==> src/rtl/display_select_ctrl_pkg.sv <==
// subs_pkg: FSM state and mode encodings shared by the display select slice
package subs_pkg;
  typedef enum logic [1:0] {SHOW_P1, PEND_P2, SHOW_P2, PEND_P1} state_t;
  typedef enum logic [1:0] {MODE_P1 = 2'b00, MODE_P2 = 2'b01, MODE_AUTO = 2'b10, MODE_ALT = 2'b11} mode_t;
endpackage

==> src/rtl/display_select_ctrl_if.sv <==
// display_select_ctrl_if: video, vblank, mode and activity in; selected video and status out
interface display_select_ctrl_if;
  import subs_pkg::*;
  logic vid1, vid2, vblank, act1, act2, vid_out, sel, switch_pulse;
  mode_t mode;
  modport master (output vid1, vid2, vblank, mode, act1, act2, input vid_out, sel, switch_pulse);
  modport slave (input vid1, vid2, vblank, mode, act1, act2, output vid_out, sel, switch_pulse);
endinterface

==> src/rtl/display_select_ctrl_vblank_frame_tick.sv <==
// vblank_frame_tick: vblank onset detector and saturating frame counter with sync clear
module vblank_frame_tick #(
  parameter int CNT_W = 9
) (
  input  logic             clk_sys,
  input  logic             reset,
  input  logic             vblank,
  input  logic             clr,
  output logic             tick,
  output logic [CNT_W-1:0] frame_cnt
);
  logic vblank_q, armed;
  // armed needs vblank seen low after reset, so a vblank already high at release never ticks
  assign tick = vblank & ~vblank_q & armed;
  always_ff @(posedge clk_sys or posedge reset)
    if (reset) begin
      vblank_q  <= 1'b0;
      armed     <= 1'b0;
      frame_cnt <= '0;
    end else begin
      vblank_q  <= vblank;
      armed     <= armed | ~vblank;
      frame_cnt <= clr ? '0 : (tick && !(&frame_cnt)) ? frame_cnt + 1'b1 : frame_cnt;
    end
endmodule

==> src/rtl/display_select_ctrl.sv <==
// display_select_ctrl: picks player-1/player-2 video, switching only at vblank onset
module display_select_ctrl
  import subs_pkg::*;
#(
  parameter int HOLD_FRAMES = 120,
  parameter int ALT_FRAMES  = 300,
  parameter int CNT_W       = 9
) (
  input logic               clk_sys,
  input logic               reset,
  display_select_ctrl_if.slave bus
);
  localparam logic [CNT_W-1:0] HOLD_C = CNT_W'(HOLD_FRAMES);
  localparam logic [CNT_W-1:0] ALT_C  = CNT_W'(ALT_FRAMES);
  state_t state;
  logic tick, req, sw, own_act, other_act;
  logic [CNT_W-1:0] frame_cnt;
  vblank_frame_tick #(.CNT_W(CNT_W)) u_tick (
    .clk_sys   (clk_sys),
    .reset     (reset),
    .vblank    (bus.vblank),
    .clr       (sw),
    .tick      (tick),
    .frame_cnt (frame_cnt)
  );
  always_comb begin
    own_act   = bus.sel ? bus.act2 : bus.act1;
    other_act = bus.sel ? bus.act1 : bus.act2;
    req = bus.mode == MODE_P1   ? bus.sel :
          bus.mode == MODE_P2   ? ~bus.sel :
          bus.mode == MODE_AUTO ? other_act & ~own_act & (frame_cnt >= HOLD_C) :
                                  frame_cnt >= ALT_C;
    sw = (state == PEND_P2 || state == PEND_P1) & req & tick;
  end
  // a pending switch is abandoned as soon as the request drops, even on a tick cycle
  always_ff @(posedge clk_sys or posedge reset)
    if (reset) begin
      state            <= SHOW_P1;
      bus.sel          <= 1'b0;
      bus.vid_out      <= 1'b0;
      bus.switch_pulse <= 1'b0;
    end else begin
      bus.vid_out      <= bus.sel ? bus.vid2 : bus.vid1;
      bus.switch_pulse <= sw;
      if (sw) bus.sel <= ~bus.sel;
      case (state)
        SHOW_P1: if (req) state <= PEND_P2;
        SHOW_P2: if (req) state <= PEND_P1;
        PEND_P2: state <= !req ? SHOW_P1 : tick ? SHOW_P2 : PEND_P2;
        PEND_P1: state <= !req ? SHOW_P2 : tick ? SHOW_P1 : PEND_P1;
      endcase
    end
endmodule

==> src/flat_wrapper.sv <==
// flat-port wrapper written by rule: the top's interface ports become plain ports
module display_select_ctrl_flat import subs_pkg::*;
#(
  parameter int HOLD_FRAMES = 120,
  parameter int ALT_FRAMES  = 300,
  parameter int CNT_W       = 9
)
  (clk_sys, reset, bus_vid1, bus_vid2, bus_vblank, bus_mode, bus_act1, bus_act2, bus_vid_out, bus_sel, bus_switch_pulse);
  display_select_ctrl_if bus_i ();
  input logic clk_sys;
  input logic reset;
  input wire logic [$bits(bus_i.vid1)-1:0] bus_vid1;
  input wire logic [$bits(bus_i.vid2)-1:0] bus_vid2;
  input wire logic [$bits(bus_i.vblank)-1:0] bus_vblank;
  input wire logic [$bits(bus_i.mode)-1:0] bus_mode;
  input wire logic [$bits(bus_i.act1)-1:0] bus_act1;
  input wire logic [$bits(bus_i.act2)-1:0] bus_act2;
  output wire logic [$bits(bus_i.vid_out)-1:0] bus_vid_out;
  output wire logic [$bits(bus_i.sel)-1:0] bus_sel;
  output wire logic [$bits(bus_i.switch_pulse)-1:0] bus_switch_pulse;
  assign bus_i.vid1 = bus_vid1;
  assign bus_i.vid2 = bus_vid2;
  assign bus_i.vblank = bus_vblank;
  assign bus_i.mode = bus_mode;
  assign bus_i.act1 = bus_act1;
  assign bus_i.act2 = bus_act2;
  assign bus_vid_out = bus_i.vid_out;
  assign bus_sel = bus_i.sel;
  assign bus_switch_pulse = bus_i.switch_pulse;
  display_select_ctrl #(.HOLD_FRAMES(HOLD_FRAMES), .ALT_FRAMES(ALT_FRAMES), .CNT_W(CNT_W)) u_core (.clk_sys(clk_sys), .reset(reset), .bus(bus_i));
endmodule
==> config.mk <==
export PLATFORM = sky130hd
export DESIGN_NAME = display_select_ctrl_flat
export DESIGN_NICKNAME = d
export VERILOG_FILES = /design/src/rtl/display_select_ctrl_pkg.sv /design/src/rtl/display_select_ctrl_if.sv /design/src/rtl/display_select_ctrl_vblank_frame_tick.sv /design/src/rtl/display_select_ctrl.sv /design/src/flat_wrapper.sv
export SDC_FILE = /design/constraint.sdc
export NUM_CORES = 1
export LEC_CHECK = 0
export CAP_MARGIN = 20
export CORE_MARGIN = 2
export CORE_UTILIZATION = 55
export CTS_BUF_LIST = sky130_fd_sc_hd__clkbuf_16
export DETAILED_ROUTE_END_ITERATION = 10
export PLACE_DENSITY = 0.88
export SLEW_MARGIN = 40
export SYNTH_ARGS = -nofsm -noshare
export SYNTH_HDL_FRONTEND = slang
export SYNTH_HIERARCHICAL = 1
export SYNTH_SLANG_ARGS = --single-unit
==> constraint.sdc <==
create_clock -name clk_sys -period 2.8 [get_ports clk_sys]
set_input_delay 0.56 -clock clk_sys [delete_from_list [all_inputs] [get_ports clk_sys]]
set_output_delay 0.56 -clock clk_sys [all_outputs]
set_load 0.02 [all_outputs]
==> metrics.md, run 1 <==
| Metric | Value |
|---|---|
| Status | `completed` |
| Max-Cap Viols | `0` |
| Synth Cell Area | `~800 sq um` |
| Post-synth top cells | `15 x dfrtp_1, 10 x a21oi_1, 7 x nand2_1, 5 x inv_1` |
| Synth Area in Adders | `around 3.1%` |
| Vias in the first global route | `~690` |
| Buffers on Ports | `11` |
| Number of iterations in the first detailed-routing pass | `4` |
| CP Data Required Time | `approximately 2900 ps` |
| Post-synthesis compound-gate area fraction | `around 18%` |
| Clk pwr share | `between 30% and 40%` |
| Num rows | `13` |
| Clock-pin slew on the worst setup and hold paths | `~50 ps` |
| Cell variety after synth | `25` |
| Xor-xnor portion of the synthesized cell area | `under 10%` |
| Critical path launch point type | `input port` |
| WL/cell | `16.5 um` |
| Synth warnings | `6` |
| Register area | `about 380 sq um` |
| Area occupied by multi-input gates | `389 sq um` |
| Mux cell area share after synthesis | `around 1.4%` |
| TritonCTS Buffers | `3` |
| Wirelength, routed | `~1.8 mm` |
| Grt ovf | `0` |
| Synth Instances | `78` |
| Post-synthesis simple-gate area fraction | `between 20% and 30%` |
| Die Ht | `approximately 42 um` |
| Initial DRC count | `16` |
| Post-CTS sizing | `0` |
| Cell taking the most area after synthesis | `dfrtp_1` |
| Hold buffers post-CTS | `0` |
| Fmax | `around 460 MHz` |
| Share of layout cells above drive strength 1 | `8.79%` |
| Setup TNS Final | `0 ps` |
| Sequential area share after synthesis | `47.2%` |
| Most common cell in the netlist | `dfrtp_1` |
| Post-route DRC violation count | `0` |
| Synthesis-to-finish area growth | `24.7%` |
| Top cells by area, synth | `dfrtp_1 47%, a21oi_1 6.3%, o31ai_1 3.8%` |
| Core Area | `approximately 1300 sq um` |
| Synth Area per Inst | `a little over 10 sq um` |
| Worst Setup Path Type | `input port to register` |
| PwrDens | `slightly below 800 nW/um^2` |
| Final Hold Viols | `0` |
| Worst Setup End Kind | `register` |
| Setup Fix Bufs, Post-CTS | `0` |
| Switching share of power | `between 20% and 30%` |
| Sequential Power Share | `between 40% and 50%` |
| Final worst setup slack | `approximately 600 ps` |
| Leak | `~0.4 nW` |
| Hpwl dp | `between 1 and 1.5 mm` |
| Top cell type's share of synthesized area | `between 40% and 50%` |
| Final #Nets | `between 100 and 150` |
| Total GRT Usage | `a little under a quarter` |
| Synthesized net count | `between 80 and 90` |
| ANT cells | `0` |
| Clk sinks | `15` |
| Root Driver | `clkbuf_16` |
| Routed vias/inst | `between 6 and 7` |
| #FFs+latches synth | `15` |
| Crit Path Max Fanout | `10` |
| Placer Congestion | `~0.74` |
| Unrepaired setup endpoints after global routing | `false` |
| Routed vias | `roughly 670` |
| # IOs | `12` |
| Post-synth EDFFs | `0` |
| Initial antenna violation count | `0` |
| Slew Limit Fails | `0` |
| CP arrival | `2300 ps` |
| VDD IR max | `around 0.66 mV` |
| Worst-Margin Slew | `~450 ps` |
| Largest net degree at the start of global routing | `15` |
| Latest clock arrival within the worst-skew pair | `roughly 250 ps` |
| Max Root-Sink Buffers | `2` |
| CTS tree | `done` |
| H-tree levels | `1` |
| Internal power | `approximately 0.54 mW` |
| First-pass GRT wire length | `3.08 mm` |
| Slew margin rel. | `around 70%` |
| Final worst-path cycle share | `between 70 and 80%` |
| Setup Viol. Count Final | `0` |
| Ys async rst share | `100%` |
| Hold WC Path Type | `register to register` |
| Fillers | `80` |
| Main combinational cell family by area after synthesis | `simple AND/OR/NAND/NOR gates` |
| Gate power share | `~22%` |
| Die area | `roughly 1800 sq um` |
| Die width | `42.0 um` |
| Post-route antenna net violation count | `0` |
| Ys flop type | `dfrtp_1` |
| Post-layout minimum cycle time | `2180 ps` |
| DP Worst Slack | `between 400 and 500 ps` |
| Initial Util | `60.3%` |
| Clock Skews | `approximately 0.85 ps` |
| P_sw | `around 0.23 mW` |
routing by layer:
metal  up-vias  GRT usage (%)  share of wire (%)
li1        313              -                  -
met1       333           27.2                 41
met2        15           40.9                 53
met3         4           8.62                4.6
met4         0           7.10                1.2
met5         -              0                  0
placed cells by master, fill, tap and decap left out:
master,synthesis,routed
ha_1,2,2
inv_1,5,6
xnor2_1,3,3
nand3b_1,1,1
nand2_1,7,7
or3b_1,1,1
o21ai_0,3,3
or2b_1,1,1
or3_1,2,2
nor2_1,4,4
or4_1,4,4
o211ai_1,2,2
dfrtp_1,15,15
nand3_1,4,4
and4bb_2,1,1
o2111ai_2,1,1
o31ai_1,4,4
clkbuf_16,0,3
a21oi_1,10,10
nand4bb_4,1,1
nand2b_1,1,1
mux2_2,1,1
nand4_1,2,2
clkdlybuf4s50_1,0,11
a221oi_2,1,1
power by group through the flow:
stage / Clock (mW) / Sequential, mW / Combinational [mW]
2_1_floorplan: 0 / 0.326 / 0.0978
3_3_place_gp: 0 / 0.320 / 0.161
3_5_place_dp: 0 / 0.326 / 0.165
4_1_cts: 0.280 / 0.322 / 0.167
5_1_grt: 0.291 / 0.332 / 0.185
6_report: 0.275 / 0.323 / 0.167
flip-flops by register name (all words and copies together) (netlist names):
register                 flops
u_core/u_tick/armed          1
u_core/bus.sel               1
u_core/u_tick/vblank_q       1
u_core/state                 1
u_core/bus.switch_pulse      1
u_core/u_tick/frame_cnt      9
u_core/bus.vid_out           1
critical path, stage by stage:
cell	delay, ps
clkdlybuf4s50_1	480
or3b_1	370
a221oi_2	300
o2111ai_2	190
inv_1	300
a21oi_1	90
final cells by class:
class / instances / area share (%)
multi-input cells: 56 / 39.3
flip-flops and latches: 15 / 37.9
repair buffers: 11 / 11.1
clock buffers: 3 / 7.58
inverters: 5 / 1.89
well taps: 15 / 1.89
clock inverters: 1 / 0.379
worst paths after layout:
| path | from | endpoint | slack (ps) | cells after the start |
|---|---|---|---|---|
| setup / recovery | bus_act2 | u_core/u_tick/frame_cnt[4]$_DFFE_PP0P_ | 620 | 6 |
| setup reg to reg | u_core/u_tick/frame_cnt[0]$_DFFE_PP0P_ | u_core/u_tick/frame_cnt[6]$_DFFE_PP0P_ | 690 | 7 |
| max in group asynchronous | reset | u_core/u_tick/frame_cnt[7]$_DFFE_PP0P_ | 1840 | 2 |
| min in group asynchronous | reset | u_core/bus.sel$_DFFE_PP0P_ | 530 | 2 |
| hold reg to reg | u_core/state[0]$_DFFE_PP0P_ | u_core/state[0]$_DFFE_PP0P_ | 470 | 1 |
| hold / removal | u_core/state[0]$_DFFE_PP0P_ | u_core/state[0]$_DFFE_PP0P_ | 470 | 1 |
through the flow:
| stage | instance area (sq um) | hold slack (ps) | cells | power (mW) | utilization [%] |
|---|---|---|---|---|---|
| 2_1_floorplan | 795 | 326 | 78 | 0.423 | - |
| 3_3_place_gp | 912 | 453 | 102 | 0.481 | 69.2 |
| 3_5_place_dp | 912 | 458 | 102 | 0.491 | 69.2 |
| 4_1_cts | 991 | 463 | 106 | 0.769 | 75.2 |
| 5_1_grt | 991 | 495 | 106 | 0.809 | 75.2 |
| 6_report | 991 | 465 | 106 | 0.766 | 75.2 |
logic make-up after synthesis:
| logic type | after synthesis |
|---|---|
| mux | 1 |
| xor+xnor | 3 |
| compound gates | 21 |
| flops | 15 |
| fa+ha+maj | 2 |
| buf+inv | 7 |
| simple gates | 29 |
Note: power is estimated with default switching activity, not from simulation.
==> run 2: changes to the inputs <==
--- a/config.mk
+++ b/config.mk
@@ -7,10 +7,10 @@
 export LEC_CHECK = 0
 export CAP_MARGIN = 20
 export CORE_MARGIN = 2
-export CORE_UTILIZATION = 55
+export CORE_UTILIZATION = 51
 export CTS_BUF_LIST = sky130_fd_sc_hd__clkbuf_16
 export DETAILED_ROUTE_END_ITERATION = 10
-export PLACE_DENSITY = 0.88
+export PLACE_DENSITY = 0.83
 export SLEW_MARGIN = 40
 export SYNTH_ARGS = -nofsm -noshare
 export SYNTH_HDL_FRONTEND = slang
==> constraint.sdc (replaced) <==
create_clock -name clk_sys -period 2.03 [get_ports clk_sys]
set_input_delay 0.406 -clock clk_sys [delete_from_list [all_inputs] [get_ports clk_sys]]
set_output_delay 0.406 -clock clk_sys [all_outputs]
set_load 0.02 [all_outputs]
==> run 2 against run 1 <==
Routed wire length is 11% higher. Setup slack lost 580 ps. Non-clock buffer count rose by 9. Clock power increased by 41%. Global-route usage is 2.4 points lower. Clock-buffer cell count did not move. Combinational power grew 90%. Total power grew 47%. Clock skew increased by 2.4 ps. Sequential cell count unchanged. Critical path depth rose by 1. Final cell count rose by 10%. Critical endpoint is now u_core/u_tick/frame_cnt[7]$_DFFE_PP0P_.
==> metrics.md, run 2 (synthesis results as in run 1) <==
| Metric | Value |
|---|---|
| Share of layout cells above drive strength 1 | `19.8% (was 8.79%)` |
| Critical path launch point type | `register (was input port)` |
| Placer Congestion | `0.783 (was 0.738)` |
| Largest register FFs | `9 (unchanged)` |
| Top reg by flops | `u_core/u_tick/frame_cnt (unchanged)` |
| Die width | `43.5 um (was 42.0 um)` |
| FF-to-FF path depth | `7 (unchanged)` |
| Placed Cells | `111 (was 102)` |
| Post-layout minimum cycle time | `2000 ps` |
| Die Ht | `43.5 um (was 42.0 um)` |
| Most frequent cells in the layout | `15 x dfrtp_1, 11 x clkdlybuf4s50_1, 9 x a21oi_1 (was 15 x dfrtp_1, 11 x clkdlybuf4s50_1, 10 x a21oi_1)` |
| Post-route DRC violation count | `0 (unchanged)` |
| CP Data Required Time | `2200 ps (was 2910 ps)` |
| Crit path launch | `u_core/u_tick/frame_cnt[0]$_DFFE_PP0P_ (was bus_act2)` |
| Fin cells | `117 (was 106)` |
| Hpwl dp | `1.19 mm (was 1.21 mm)` |
| Worst-Margin Slew | `461 ps (was 446 ps)` |
| Final #Nets | `113 (was 103)` |
| Leak | `0.438 nW (was 0.392 nW)` |
| Total GRT Usage | `21.3% (was 23.7%)` |
| Commonest non-fill, non-tap cell in the layout | `dfrtp_1 (unchanged)` |
| PwrDens | `1040 nW/um^2 (was 773 nW/um^2)` |
| Die area | `1890 sq um (was 1760 sq um)` |
| Grt ovf | `0 (unchanged)` |
| Initial antenna violation count | `0 (unchanged)` |
| Vias in the first global route | `662 (was 688)` |
| Clock Skews | `3.28 ps (was 0.854 ps)` |
| CP dominant cell by count | `ha_1` |
| Routed vias/inst | `6.16 (was 6.27)` |
| Status | `completed (unchanged)` |
| VDD IR max | `0.757 mV (was 0.660 mV)` |
| Initial Util | `53.4% (was 60.3%)` |
| Number of iterations in the first detailed-routing pass | `4 (unchanged)` |
| Setup Viol. Count Final | `0 (unchanged)` |
| Routed vias | `721 (was 665)` |
| Hold WC Path Type | `input port to async pin (was register to register)` |
| WP buf/inv | `0 (was 2)` |
| Final Hold Viols | `0 (unchanged)` |
| Root Driver | `clkbuf_16 (unchanged)` |
| Reg2reg start | `u_core/u_tick/frame_cnt[0]$_DFFE_PP0P_ (unchanged)` |
| H-tree levels | `1 (unchanged)` |
| Worst Setup Path Type | `register to register (was input port to register)` |
| Synthesis-to-finish area growth | `36.4% (was 24.7%)` |
| Worst Setup End Kind | `register (unchanged)` |
| CP peak stage delay | `550 ps (was 480 ps)` |
| Num rows | `14 (was 13)` |
| Buffers on Ports | `11 (unchanged)` |
| Fmax | `501 MHz` |
| Slowest-stage cell, CP | `or4_1 (was clkdlybuf4s50_1)` |
| Latest clock arrival within the worst-skew pair | `250 ps (about the same)` |
| CTS tree | `done (unchanged)` |
| CP arrival | `2170 ps (was 2300 ps)` |
| Initial DRC count | `20 (was 16)` |
| Hold Slack | `367 ps (was 465 ps)` |
| ANT cells | `0 (unchanged)` |
| # IOs | `12 (unchanged)` |
| Core Area | `1490 sq um (was 1320 sq um)` |
| Slew Limit Fails | `0 (unchanged)` |
| First-pass GRT wire length | `2.94 mm (was 3.08 mm)` |
| Max-Cap Viols | `0 (unchanged)` |
| Clk sinks | `15 (unchanged)` |
| Final worst-path cycle share | `about 100%` |
| Levels on crit path | `7 (was 6)` |
| Max Root-Sink Buffers | `2 (unchanged)` |
| TritonCTS Buffers | `3 (unchanged)` |
| Wirelength, routed | `1.95 mm (was 1.75 mm)` |
| Largest net degree at the start of global routing | `12 (was 15)` |
| Delay-heaviest family, CP | `simple AND/OR/NAND/NOR gates (was buffers and inverters)` |
| WL/cell | `16.7 um (was 16.5 um)` |
| Crit Path Max Fanout | `5 (was 10)` |
| Post-route antenna net violation count | `0 (unchanged)` |
| Slew margin rel. | `69.3% (was 70.2%)` |
| Unrepaired setup endpoints after global routing | `true (was false)` |
| Clock-pin slew on the worst setup and hold paths | `50 ps (about the same)` |
| Crit path cell chain | `ha_1 > nand3_1 > nor2_1 > ha_1 > nand4bb_4 > or4_1 > a21oi_1 (was clkdlybuf4s50_1 > or3b_1 > a221oi_2 > o2111ai_2 > inv_1 > a21oi_1)` |
## run 2: changes by cell type in the layout (fill, tap and decap cells not counted), sizes merged
cell and change:
nand4bb +1, buf +9
## run 2: worst paths after layout
| check | end | slack, ps |
|---|---|---|
| worst max-delay path | u_core/u_tick/frame_cnt[7]$_DFFE_PP0P_ | 30 |
| worst min-delay path | u_core/bus.switch_pulse$_DFF_PP0_ | 370 |
| worst max register to register | u_core/u_tick/frame_cnt[7]$_DFFE_PP0P_ | 30 |
| worst min register to register | u_core/state[0]$_DFFE_PP0P_ | 450 |
| max in group asynchronous | u_core/u_tick/frame_cnt[8]$_DFFE_PP0P_ | 1220 |
| min in group clk_sys | u_core/state[0]$_DFFE_PP0P_ | 450 |
## run 2: through the flow
stage | worst slack [ps] | util [%] | power [mW] | cell area, sq um | setup TNS [ps]
2_1_floorplan | 158 | - | 0.584 | 795 | 0
6_report | 33.5 | 72.8 | 1.13 | 1080 | 0
3_5_place_dp | -165 | 65.4 | 0.725 | 973 | -1500
4_1_cts | 49.7 | 70.7 | 1.11 | 1050 | 0
5_1_grt | -80.1 | 72.8 | 1.18 | 1080 | -161
3_3_place_gp | -106 | 65.4 | 0.714 | 973 | -884
## run 2: metal layers
| layer | vias to the layer above | share of wire, % | GRT usage, % |
|---|---|---|---|
| met5 | - | 0 | 0 |
| met2 | 27 | 50 | 36.4 |
| met3 | 7 | 5.6 | 4.17 |
| met1 | 346 | 41 | 26.2 |
| li1 | 341 | - | - |
| met4 | 0 | 3.8 | 9.09 |
## run 2: power breakdown
| group | leakage (nW) | switching, mW | total [mW] | internal (mW) |
|---|---|---|---|---|
| logic | 0.205 | 0.154 | 0.317 | 0.162 |
| clock network | 0.0423 | 0.127 | 0.388 | 0.261 |
| registers | 0.191 | 0.0588 | 0.421 | 0.363 |
## run 2: layout make-up
class | count | area, sq um
well taps | 16 | 20.0
clock buffers | 3 | 75.1
inverters | 5 | 18.8
fillers | 96 | 405
clock inverters | 1 | 3.75
repair buffers | 20 | 181
multi-input cells | 57 | 409
flip-flops and latches | 15 | 375
## run 2: worst reg2reg max path, cell delays in order (launching register included)
cell	delay (ps)
dfrtp_1	380
ha_1	220
nand3_1	90
nor2_1	50
ha_1	220
nand4bb_4	240
or4_1	550
a21oi_1	180
## run 2: timing repair
item | CTS | global route
resized for setup | 0 | 3
hold buffers | 0 | 0
endpoints found under the setup margin | 0 | 6
setup buffers | 0 | 1
